### src/rtl/synapse_accum_if.sv
// Handshake and weight-write bundle between a timestep controller and synapse_accum.
// The controller side is the master; the accumulator is the slave.
interface synapse_accum_if #(
    parameter int N_IN   = 8,
    parameter int V_SIZE = 4,
    parameter int W_SIZE = 4
) ();
    localparam int IW = $clog2(N_IN);

    logic                     start;
    logic [N_IN-1:0]          spikes;
    logic                     wr_en;
    logic [IW-1:0]            wr_addr;
    logic signed [W_SIZE-1:0] wr_data;
    logic                     busy;
    logic                     syn_valid;
    logic signed [V_SIZE-1:0] syn_out;

    modport master (
        output start, spikes, wr_en, wr_addr, wr_data,
        input  busy, syn_valid, syn_out
    );

    modport slave (
        input  start, spikes, wr_en, wr_addr, wr_data,
        output busy, syn_valid, syn_out
    );
endinterface

### src/rtl/synapse_accum.sv
// Serial weighted-spike integrator: one input per cycle, saturating after every add,
// result presented as a one-cycle signed current pulse for a LIF neuron.
module synapse_accum #(
    parameter int N_IN   = 8,
    parameter int V_SIZE = 4,
    parameter int W_SIZE = 4
) (
    input  logic            clk,
    input  logic            rst,
    synapse_accum_if.slave  bus
);
    localparam int IW = $clog2(N_IN);
    localparam logic signed [V_SIZE:0] SAT_MAX = (V_SIZE+1)'((1 << (V_SIZE-1)) - 1);
    localparam logic signed [V_SIZE:0] SAT_MIN = (V_SIZE+1)'(-(1 << (V_SIZE-1)));

    typedef enum logic {IDLE, ACCUM} state_e;

    state_e                   state_q, state_d;
    logic [IW-1:0]            idx_q, idx_d;
    logic signed [V_SIZE-1:0] acc_q, acc_d;
    logic [N_IN-1:0]          spikes_q, spikes_d;
    logic                     syn_valid_q, syn_valid_d;
    logic signed [V_SIZE-1:0] syn_out_q, syn_out_d;
    logic signed [W_SIZE-1:0] weight_q [N_IN];
    logic signed [W_SIZE-1:0] weight_d [N_IN];

    logic                     addr_ok;
    logic signed [V_SIZE:0]   term;
    logic signed [V_SIZE:0]   sum_wide;
    logic signed [V_SIZE-1:0] acc_sat;

    // With a power-of-two N_IN every encodable address is a real weight.
    if (N_IN == (1 << IW)) begin : g_full_range
        assign addr_ok = 1'b1;
    end else begin : g_part_range
        assign addr_ok = ({1'b0, bus.wr_addr} < (IW+1)'(N_IN));
    end

    assign term = spikes_q[idx_q]
                ? {{(V_SIZE+1-W_SIZE){weight_q[idx_q][W_SIZE-1]}}, weight_q[idx_q]}
                : '0;
    assign sum_wide = {acc_q[V_SIZE-1], acc_q} + term;

    always_comb begin
        if (sum_wide > SAT_MAX) begin
            acc_sat = SAT_MAX[V_SIZE-1:0];
        end else if (sum_wide < SAT_MIN) begin
            acc_sat = SAT_MIN[V_SIZE-1:0];
        end else begin
            acc_sat = sum_wide[V_SIZE-1:0];
        end
    end

    always_comb begin
        // NOTE: every signal gets a default first so no path leaves it unassigned (no latch).
        state_d     = state_q;
        idx_d       = idx_q;
        acc_d       = acc_q;
        spikes_d    = spikes_q;
        syn_valid_d = 1'b0;
        syn_out_d   = '0;
        weight_d    = weight_q;

        if (state_q == IDLE && bus.wr_en && addr_ok) begin
            weight_d[bus.wr_addr] = bus.wr_data;
        end

        unique case (state_q)
            IDLE: begin
                if (bus.start) begin
                    spikes_d = bus.spikes;
                    acc_d    = '0;
                    idx_d    = '0;
                    state_d  = ACCUM;
                end
            end
            ACCUM: begin
                acc_d = acc_sat;
                if (idx_q == IW'(N_IN - 1)) begin
                    state_d     = IDLE;
                    syn_out_d   = acc_sat;
                    syn_valid_d = 1'b1;
                end else begin
                    idx_d = idx_q + 1'b1;
                end
            end
            default: state_d = IDLE;
        endcase
    end

    // NOTE: sequential state uses non-blocking assignments so all flops update together.
    always_ff @(posedge clk) begin
        if (rst) begin
            state_q     <= IDLE;
            idx_q       <= '0;
            acc_q       <= '0;
            spikes_q    <= '0;
            syn_valid_q <= 1'b0;
            syn_out_q   <= '0;
            // NOTE: the weight file is reset deliberately; an aborted or fresh run must see zero weights.
            weight_q    <= '{default: '0};
        end else begin
            state_q     <= state_d;
            idx_q       <= idx_d;
            acc_q       <= acc_d;
            spikes_q    <= spikes_d;
            syn_valid_q <= syn_valid_d;
            syn_out_q   <= syn_out_d;
            weight_q    <= weight_d;
        end
    end

    assign bus.busy      = (state_q == ACCUM);
    assign bus.syn_valid = syn_valid_q;
    assign bus.syn_out   = syn_out_q;
endmodule

### src/flat_wrapper.sv
// flat-port wrapper written by rule: the top's interface ports become plain ports
module synapse_accum_flat 
#(
    parameter int N_IN   = 8,
    parameter int V_SIZE = 4,
    parameter int W_SIZE = 4
)
  (clk, rst, bus_start, bus_spikes, bus_wr_en, bus_wr_addr, bus_wr_data, bus_busy, bus_syn_valid, bus_syn_out);
  synapse_accum_if #(.N_IN(N_IN), .V_SIZE(V_SIZE), .W_SIZE(W_SIZE)) bus_i ();
  input  logic clk;
  input  logic rst;
  input wire logic [$bits(bus_i.start)-1:0] bus_start;
  input wire logic [$bits(bus_i.spikes)-1:0] bus_spikes;
  input wire logic [$bits(bus_i.wr_en)-1:0] bus_wr_en;
  input wire logic [$bits(bus_i.wr_addr)-1:0] bus_wr_addr;
  input wire logic [$bits(bus_i.wr_data)-1:0] bus_wr_data;
  output wire logic [$bits(bus_i.busy)-1:0] bus_busy;
  output wire logic [$bits(bus_i.syn_valid)-1:0] bus_syn_valid;
  output wire logic [$bits(bus_i.syn_out)-1:0] bus_syn_out;
  assign bus_i.start = bus_start;
  assign bus_i.spikes = bus_spikes;
  assign bus_i.wr_en = bus_wr_en;
  assign bus_i.wr_addr = bus_wr_addr;
  assign bus_i.wr_data = bus_wr_data;
  assign bus_busy = bus_i.busy;
  assign bus_syn_valid = bus_i.syn_valid;
  assign bus_syn_out = bus_i.syn_out;
  synapse_accum #(.N_IN(N_IN), .V_SIZE(V_SIZE), .W_SIZE(W_SIZE)) u_core (.clk(clk), .rst(rst), .bus(bus_i));
endmodule
### config.mk
export PLATFORM = sky130hd
export DESIGN_NAME = synapse_accum_flat
export DESIGN_NICKNAME = d
export VERILOG_FILES = /design/src/rtl/synapse_accum_if.sv /design/src/rtl/synapse_accum.sv /design/src/flat_wrapper.sv
export SDC_FILE = /design/constraint.sdc
export NUM_CORES = 1
export LEC_CHECK = 0
export ABC_AREA = 1
export BUFFER_PORTS_ARGS = -buffer_cell sky130_fd_sc_hd__buf_2
export CAP_MARGIN = 30
export CORE_ASPECT_RATIO = 1.4
export CORE_MARGIN = 5
export CORE_UTILIZATION = 55
export CTS_BUF_LIST = sky130_fd_sc_hd__clkbuf_2 sky130_fd_sc_hd__clkbuf_4 sky130_fd_sc_hd__clkbuf_8
export DETAILED_ROUTE_END_ITERATION = 7
export PLACE_DENSITY_LB_ADDON = 0.3
export SYNTH_ARGS = -nofsm -noshare
export SYNTH_HDL_FRONTEND = slang
export SYNTH_SLANG_ARGS = --single-unit
### constraint.sdc
create_clock -name clk -period 2.5 [get_ports clk]
set_input_delay 0.125 -clock clk [delete_from_list [all_inputs] [get_ports clk]]
set_output_delay 0.125 -clock clk [all_outputs]
set_load 0.005 [all_outputs]
==> summary.md <==
| Metric | Value |
|---|---|
| Status | `completed` |
| Worst Path Required | `2740 ps` |
| Reg clk slew, reported paths | `90 ps` |
| CP arrival | `2490 ps` |
| TritonRoute pass-1 iters | `4` |
| Die Area | `6070 sq um` |
| CTS tree | `built` |
| Row Count | `29` |
| Area of the mapped netlist | `2527 sq um` |
| Mean number of vias per cell | `5.070` |
| Post-synth top area share | `between 40% and 50%` |
| Fmax | `approximately 450 MHz` |
| Setup Viol. Count Final | `0` |
| Final wirelength | `5.806 mm` |
| I/O Buffers | `24` |
| Via count | `2403` |
| Synth area leaders | `dfxtp_1 42%, nor2_1 19%, o21ai_0 13%, nand2_1 7.6%, inv_1 4.9%` |
| Top-Level Pins | `25` |
| Hold WS | `35.77 ps` |
| Nets | `438` |
| Syn Inst Count | `between 300 and 400` |
| WL met2 | `2.957 mm` |
| Critical path type | `reg2reg` |
| Drt drc | `0` |
| Mean Syn Cell Area | `between 6 and 7 sq um` |
| Sequential cell area fraction in the yosys report | `41.98%` |
| R2r worst-path depth | `21` |
| Final Hold Viols | `0` |
| Sink Count | `53` |
| Worst Hold End | `u_core.idx_q[1]` |
| Global-route wire length before repair | `roughly 9.9 mm` |
| Clock share of power | `between 20% and 30%` |
| VDD IR max | `0.3759 mV` |
| Internal | `0.001214 W` |
| Reg-to-Reg End | `u_core.bus.syn_out[2]` |
| Hold_buf cts | `0` |
| Setup crit end kind | `flop` |
| #FFs+latches synth | `53` |
| Library cells used by synthesis | `18` |
| Pre-CTS setup slack | `100.5 ps` |
| Sw frac | `26.44%` |
| Max Used Layer | `met4` |
| Initial antenna violation count | `0` |
| Critical path cell sequence | `buf_6, nor2_2, nor2_2, o21ai_1, o21ai_1, nand2_1, nand2_2, nand2_1, inv_2, ha_4, inv_1, fa_2, inv_2, nand2_1, nand3_2, nand2_2, inv_2, nand2_2, nand2_1, nand2_1, nor2_1` |
| Critical path startpoint category | `flop` |
| Placed cell count | `~460` |
| Most used DFF post-synth | `dfxtp_1` |
| Static leakage | `1.394 nW` |
| Share of layout cells above drive strength 1 | `16.02%` |
| Reg2reg start | `u_core.idx_q[0]` |
| Synth-to-Final Area Change | `14.85%` |
| Class of the worst hold path | `in2reg` |
| CORE AREA | `4499 sq um` |
| Routed metal-1 wire length | `between 2 and 2.5 mm` |
| Synth top cells by count | `130 x nor2_1, 67 x o21ai_0, 53 x dfxtp_1` |
| Final Cycle Share | `89.87%` |
| Switching power | `approximately 0.00044 W` |
| Min Tclk post-route | `2247 ps` |
| Worst hold stages | `2` |
| CP max FO | `5` |
| Area leader, netlist | `dfxtp_1` |
| Initial core utilization | `between 50% and 60%` |
| Pins Over Slew Limit | `0` |
| Worst path most repeated cell | `nand2_1` |
| Top-count cell post-synth | `nor2_1` |
| Root Buffer Master | `clkbuf_8` |
| Dpl hpwl | `4.291 mm` |
| Crit path max-delay cell type | `dfxtp_4` |
| GP Congestion | `0.8657` |
| Max Cap Viol | `0` |
| Layout Cells excl Fill | `474` |
| Number of global-route vias before repair | `2250` |
| Post-synth EDFFs | `0` |
| Routed length per instance | `about 12 um` |
| GRT overflow | `0` |
| Power density cells | `568.4 nW/um^2` |
| Syn_nets | `409` |
| PnR Total Power | `0.001650 W` |
| Initial DRC Count | `160` |
| Width of the die | `67.29 um` |
| CTS H-tree depth | `2` |
| Gate power share | `16.1%` |
| Worst rel slew slack | `between 60% and 70%` |
| Hold wc startpoint | `rst` |
| Clock Skew | `roughly 8.4 ps` |
| Worst Path Buf+Inv | `5` |
| Worst-skew pair later-pin latency | `300 ps` |
| Number of routed nets with antenna violations | `0` |
| Fin worst setup slack | `253.3 ps` |
| Ant. Diodes | `0` |
| Crit-path max cell delay | `approximately 400 ps` |
| Die height | `around 90 um` |
| Reg2Reg Setup Slack | `250 ps` |
| Finished Core Util | `64.52%` |
| Ys Warns | `0` |
| CP top delay family | `simple AND/OR/NAND/NOR gates` |
| Sequential group share of total power | `approximately 55%` |
| Largest net degree at the start of global routing | `40` |
| Worst Max-Slew Pin Slew | `540.0 ps` |
| Num CTS Buffers | `5` |
| Share of synthesized registers carrying an async set or reset | `0%` |
| Total Routing Usage GR | `20.92%` |
| Routed met3 length | `about 240 um` |
| Clock buffer depth | `2` |
## state kept, by name, summed over array words and instances, names as in the netlist
register / cells
u_core.weight_q: 32
u_core.bus.syn_valid: 1
u_core.idx_q: 3
u_core.acc_q: 4
u_core.bus.busy: 1
u_core.spikes_q: 8
u_core.bus.syn_out: 4
## what timing repair did
action                                  CTS  global route
buffers inserted                          0             5
gates resized for setup                   0            24
endpoints found under the setup margin    0             8
## power groups by stage
stage	sequential [W]	combinational, W	clock (W)
after CTS	0.000897	0.000232	0.000495
after floorplan	0.000909	0.000173	0
after global placement	0.000916	0.000226	0
after detailed placement	0.000916	0.000230	0
after global routing	0.000904	0.000307	0.000534
final	0.000900	0.000265	0.000485
## area by class of cell
| cell class | count | area, sq um |
|---|---|---|
| multi-input combinational | 280 | 1276 |
| fill | 439 | 1597 |
| timing repair buffer | 36 | 255.2 |
| inverter | 36 | 137.6 |
| tap | 62 | 77.57 |
| clock buffer | 7 | 90.09 |
| sequential | 53 | 1066 |
## how the worst max path moves through the flow
stage	start	end	slack, ps	cells past startpoint
6_report	u_core.idx_q[0]	u_core.bus.syn_out[2]	250	21
5_1_grt	u_core.idx_q[0]	u_core.bus.syn_out[0]	-8	21
3_5_place_dp	u_core.idx_q[0]	u_core.bus.syn_out[0]	100	21
2_1_floorplan	u_core.idx_q[0]	u_core.bus.syn_out[1]	310	21
3_3_place_gp	u_core.idx_q[1]	u_core.acc_q[2]	170	17
4_1_cts	u_core.idx_q[1]	u_core.bus.syn_out[0]	60	19
## layout by cell type, fill, tap and decap left out, types with 6 or more instances in the layout
cell / count
buf_2: 24
buf_4: 7
clkbuf_8: 6
dfxtp_1: 51
inv_1: 30
nand2_1: 48
nand3_1: 7
nor2_1: 130
nor2_2: 6
o21ai_0: 62
o21ai_1: 10
## cells by family after synthesis
| group | Yosys count | share of synthesized area (%) |
|---|---|---|
| buffers and inverters | 50 | 8.762 |
| adder cells (fa/ha/maj) | 7 | 3.762 |
| AND/OR/NAND/NOR | 197 | 30.45 |
| flip-flops | 53 | 41.98 |
| AO/OA/AOI/OAI | 76 | 15.05 |
## routing by layer
metal / GRT usage [%] / vias up
met5: 0 / -
met1: 25.68 / 1084
met2: 35.11 / 50
met3: 3.491 / 12
met4: 8.629 / 0
li1: - / 1257
## metrics by stage
stage               TNS [ps]  cell area (sq um)
floorplan                  0               2527
global placement           0               2696
detailed placement         0               2696
CTS                        0               2786
global route          -16.94               2903
finish                     0               2903
Power figures use the tool's default switching activity.
